[config.mk]
export PLATFORM = sky130hd
export DESIGN_NAME = vga_timing_driver
export DESIGN_NICKNAME = d
export VERILOG_FILES = /design/src/rtl/vga_timing_driver.sv
export SDC_FILE = /design/constraint.sdc
export NUM_CORES = 1
export LEC_CHECK = 0
export BUFFER_PORTS_ARGS = -buffer_cell sky130_fd_sc_hd__buf_2
export CAP_MARGIN = 20
export CORE_MARGIN = 2
export CORE_UTILIZATION = 45
export DETAILED_ROUTE_END_ITERATION = 16
export GPL_ROUTABILITY_DRIVEN = 0
export PLACE_DENSITY_LB_ADDON = 0.15
export SLEW_MARGIN = 20
export SYNTH_ARGS = -nofsm -noshare
export SYNTH_HDL_FRONTEND = slang
export SYNTH_SLANG_ARGS = --single-unit
[constraint.sdc]
create_clock -name vga_clk -period 4.4 [get_ports vga_clk]
set_input_delay 0.44 -clock vga_clk [delete_from_list [all_inputs] [get_ports vga_clk]]
set_output_delay 0.44 -clock vga_clk [all_outputs]
set_load 0.02 [all_outputs]
[src/rtl/vga_timing_driver.sv]
// 1280x1024@60 raster timing: hsync, vsync, data-enable.
// Ports: vga_clk/sys_rst_n in, pixel_data in; xpos/ypos, hs/vs/de, rgb, frame_start out.
module vga_timing_driver #(
  parameter int   H_SYNC   = 112,
  parameter int   H_BACK   = 248,
  parameter int   H_DISP   = 1280,
  parameter int   H_FRONT  = 48,
  parameter int   V_SYNC   = 3,
  parameter int   V_BACK   = 38,
  parameter int   V_DISP   = 1024,
  parameter int   V_FRONT  = 1,
  parameter logic SYNC_POL = 1'b1
) (
  input  logic        vga_clk,
  input  logic        sys_rst_n,
  input  logic [23:0] pixel_data,
  output logic [10:0] pixel_xpos,
  output logic [10:0] pixel_ypos,
  output logic        vga_hs,
  output logic        vga_vs,
  output logic        vga_de,
  output logic [23:0] vga_rgb,
  output logic        frame_start
);

  localparam int H_TOTAL = H_SYNC + H_BACK + H_DISP + H_FRONT;
  localparam int V_TOTAL = V_SYNC + V_BACK + V_DISP + V_FRONT;

  localparam logic [10:0] H_LAST = 11'(H_TOTAL - 1);
  localparam logic [10:0] V_LAST = 11'(V_TOTAL - 1);
  localparam logic [10:0] H_SEND = 11'(H_SYNC);
  localparam logic [10:0] V_SEND = 11'(V_SYNC);
  localparam logic [10:0] H_AS   = 11'(H_SYNC + H_BACK);
  localparam logic [10:0] H_AE   = 11'(H_SYNC + H_BACK + H_DISP);
  localparam logic [10:0] V_AS   = 11'(V_SYNC + V_BACK);
  localparam logic [10:0] V_AE   = 11'(V_SYNC + V_BACK + V_DISP);
  // request window runs one clock ahead of the active window
  localparam logic [10:0] H_RS   = 11'(H_SYNC + H_BACK - 1);
  localparam logic [10:0] H_RE   = 11'(H_SYNC + H_BACK + H_DISP - 1);

  logic [10:0] h_cnt;
  logic [10:0] v_cnt;
  logic        h_end;
  logic        v_end;
  logic        h_act;
  logic        v_act;
  logic        data_req;

  assign h_end = (h_cnt == H_LAST);
  assign v_end = (v_cnt == V_LAST);

  always_ff @(posedge vga_clk or negedge sys_rst_n) begin
    if (!sys_rst_n) begin
      h_cnt       <= '0;
      v_cnt       <= '0;
      frame_start <= 1'b0;
    end else begin
      // lands together with the wrap to (0,0)
      frame_start <= h_end && v_end;
      if (h_end) begin
        h_cnt <= '0;
        v_cnt <= v_end ? 11'd0 : v_cnt + 11'd1;
      end else begin
        h_cnt <= h_cnt + 11'd1;
      end
    end
  end

  assign vga_hs = (h_cnt < H_SEND) ? SYNC_POL : ~SYNC_POL;
  assign vga_vs = (v_cnt < V_SEND) ? SYNC_POL : ~SYNC_POL;

  assign h_act  = (h_cnt >= H_AS) && (h_cnt < H_AE);
  assign v_act  = (v_cnt >= V_AS) && (v_cnt < V_AE);
  assign vga_de = h_act && v_act;

  assign data_req = (h_cnt >= H_RS) && (h_cnt < H_RE) && v_act;

  assign pixel_xpos = data_req ? h_cnt - H_RS : 11'd0;
  assign pixel_ypos = data_req ? v_cnt - V_AS : 11'd0;

  assign vga_rgb = vga_de ? pixel_data : 24'h000000;

endmodule

==> results.txt <==
----------------------------------------------------
[Global routing]
  Grt ovf ... 0
  Maximum number of pins on one net before global-route repair ... 26
  Antenna violations before repair ... 0
  Total track usage ... 0.197
  Via count of the first global-routing pass ... about 1800
  Global-route wire length before repair ... 7.87 mm

[Drt]
  Count of TritonRoute iterations in the first routing pass ... 4
  DR vias/cell ... 5.38
  Antenna viol nets, final ... 0
  Number of DRC violations after detailed routing ... 0
  Routed WL per cell ... 13.3 microns
  Detailed Route WL ... 4.73 mm
  Violation count after the first detailed-routing iteration ... 87
  Via count ... 1916

[Clock tree]
  Clock transition at the registers of the reported paths ... ~0.090 ns
  Source-to-sink clock delay at the later pin of the worst-skew pair ... ~0.26 ns
  Setup fix buffers added after clock tree synthesis ... 0
  Bufs on Longest Clock Path ... 2
  Hold buffers post-CTS ... 0
  Number of gates resized after cts ... 0
  Total number of clock tree sinks ... 23
  Total CTS buffers ... 3
  Root Buffer ... clkbuf_8
  H-Tree Level Count ... 1
  CTS tree ... yes

[Die]
  Row cnt ... 23
  Die Wd ... 69.1 microns
  Number of ports placed on the die boundary ... 76
  Initial core utilization ... 0.474
  Die outline area ... 4780 sq um
  Die height ... 69.1 microns
  CORE AREA ... ~4000 sq um

[Finish]
  Number of antenna repair diodes ... 0
  Commonest non-fill, non-tap cell in the layout ... buf_2
  Filler instances ... 385
  Most frequent cells in the layout ... buf_2, nor2_1, and2_1, dfrtp_1, nand2_1
  Synthesis-to-finish area growth ... 19.9%
  Final net count ... approximately 340
  Fraction of layout cells with a size suffix above 1 ... 0.294

[STA]
  Final setup violating endpoints ... 0
  Max transition margin ... 0.423
  Maximum achievable frequency ... 317 MHz
  Min cycle time layout ... ~3.2 ns
  Max-slew violation total from the final report ... 0
  Worst clock skew ... 0.00483 ns
  Final total negative setup slack ... 0 ns
  Setup repair after global routing missed its margin ... false
  Fraction of the cycle the final worst path needs ... 0.717
  Transition at the pin with the smallest max-transition slack ... approximately 0.86 ns
  Final Hold Fails ... 0

[Power]
  Power density over the cells ... 158 nW/um^2
  Net Sw Power ... 77.1 uW
  Total power ... ~360 uW
  Sequential cell fraction of total power ... 0.586
  Part of the total power dissipated in the clock network ... 0.377
  Peak supply drop ... approximately 110 uV
  Internal power contribution ... around 280 uW
  Static Leakage ... 0.00118 uW
  Comb pwr share ... 0.038
  Sw Ratio ... 0.214

[Synthesis]
  Cell count after synthesis ... about 240
  Synth Net Count ... 274
  Synthesized cell area ... between 1500 and 2000 sq um
  Commonest register cell after synthesis ... dfrtp_1
  Number of unique standard cell types used by synthesis ... 45
  Number of enable flip-flop cells after synthesis ... 0
  Synthesized flop and latch total ... 23
  Total of warnings raised by yosys ... 0
  Proportion of synthesized flip-flops having asynchronous set or reset ... 1.00
  Register area share after synthesis ... 0.302
  Mapped Avg Cell Area ... 7.85 sq um

[Flow run]
  Count of max-cap constraint violations ... 0

[Worst setup path]
  Startpoint class of the critical path ... flop
  WP data required ... 3.96 ns
  Setup crit end kind ... output pin
  Critical path start-end classification ... reg -> out
  Data arrival time of the worst path ... 2.72 ns
  Max Fanout on Critical Path ... 15

[Placed design]
  Count of port buffers added during placement ... 75
  Detailed-placement wirelength estimate ... ~3.6 mm

[Hold path]
  Hold WC Path Type ... in -> async

[Outcome]
  Run status ... finished, final reports clean

----------------------------------------------------
-- layout make-up --
| cell class | count | area (sq um) | area share |
|---|---|---|---|
| clock buffer | 4 | 45.0 | 0.0197 |
| inverter | 10 | 37.5 | 0.0164 |
| multi-input combinational | 192 | 1180 | 0.514 |
| sequential | 23 | 576 | 0.252 |
| tap | 50 | 62.6 | 0.0274 |
| timing repair buffer | 77 | 390 | 0.171 |
-- worst paths after layout --
kind | from | endpoint | slack, ns | cells after the start
setup reg to reg | h_cnt[8]$_DFF_PN0_ | v_cnt[7]$_DFFE_PN0P_ | 1.98 | 5
hold reg to reg | h_cnt[2]$_DFF_PN0_ | h_cnt[2]$_DFF_PN0_ | 0.57 | 1
setup / recovery | v_cnt[7]$_DFFE_PN0P_ | vga_rgb[8] | 1.24 | 7
max in group asynchronous | sys_rst_n | h_cnt[10]$_DFF_PN0_ | 3.92 | 1
hold / removal | sys_rst_n | v_cnt[6]$_DFFE_PN0P_ | 0.13 | 1
min in group vga_clk | h_cnt[2]$_DFF_PN0_ | h_cnt[2]$_DFF_PN0_ | 0.57 | 1
-- synthesized netlist by cell type (all sizes together), types with 2 or more instances --
| cell type | count | area (sq um) |
|---|---|---|
| nand3 | 13 | 65.1 |
| clkbuf | 8 | 38.8 |
| nand2 | 19 | 71.3 |
| a21oi | 12 | 60.1 |
| nor4 | 7 | 58.8 |
| and3 | 2 | 13.8 |
| or4 | 2 | 18.8 |
| and2 | 27 | 170 |
| nand2b | 3 | 18.8 |
| dfrtp | 23 | 576 |
| o31ai | 2 | 15.0 |
| o21a | 2 | 15.0 |
| or3 | 3 | 18.8 |
| nor2 | 32 | 120 |
| ha | 5 | 62.6 |
| mux2 | 2 | 22.5 |
| buf | 10 | 80.1 |
| o31a | 3 | 27.5 |
| xor2 | 9 | 78.8 |
| nor3 | 9 | 45.0 |
| o21ai | 12 | 60.1 |
| inv | 10 | 37.5 |
| xnor2 | 11 | 96.3 |
| nand4 | 5 | 31.3 |
-- sequential cells by signal, indices dropped and copies added, names as in the netlist --
signal	cells
frame_start	1
h_cnt	11
v_cnt	11
-- logic make-up after synthesis --
group,share of synthesized area
simple gates,0.356
flops,0.302
xor+xnor,0.0918
compound gates,0.119
fa+ha+maj,0.0328
buf+inv,0.0820
mux,0.0170
-- critical path: stages (launching register included) --
cell      delay [ns]
dfrtp_1         0.48
nor4_4          0.40
o21ai_0         0.20
mux2_2          0.33
a221oi_2        0.46
buf_4           0.27
and2_1          0.14
buf_2           0.16
-- stage by stage --
step / util / std cells / area (sq um) / hold slack (ns) / setup WS, ns
floorplan: - / 243 / 1910 / 0.144 / 1.64
global placement: 0.555 / 351 / 2230 / 0.444 / 1.38
detailed placement: 0.555 / 351 / 2230 / 0.454 / 1.35
CTS: 0.566 / 355 / 2280 / 0.164 / 1.04
global route: 0.568 / 356 / 2290 / 0.173 / 0.999
finish: 0.568 / 356 / 2290 / 0.134 / 1.24
-- power by group through the flow --
stage	Sequential [uW]	Combinational [uW]	Clock, uW
6_report	211	13.5	136
5_1_grt	211	15.6	145
4_1_cts	211	14.2	135
2_1_floorplan	215	0.159	0
3_3_place_gp	215	14.0	0
3_5_place_dp	215	14.3	0
-- layer usage --
layer	GRT usage	share of wire
met5	0	0
met4	0.0588	0.012
met1	0.268	0.47
met2	0.325	0.45
met3	0.0278	0.069
(Power assumes the default switching activity.)
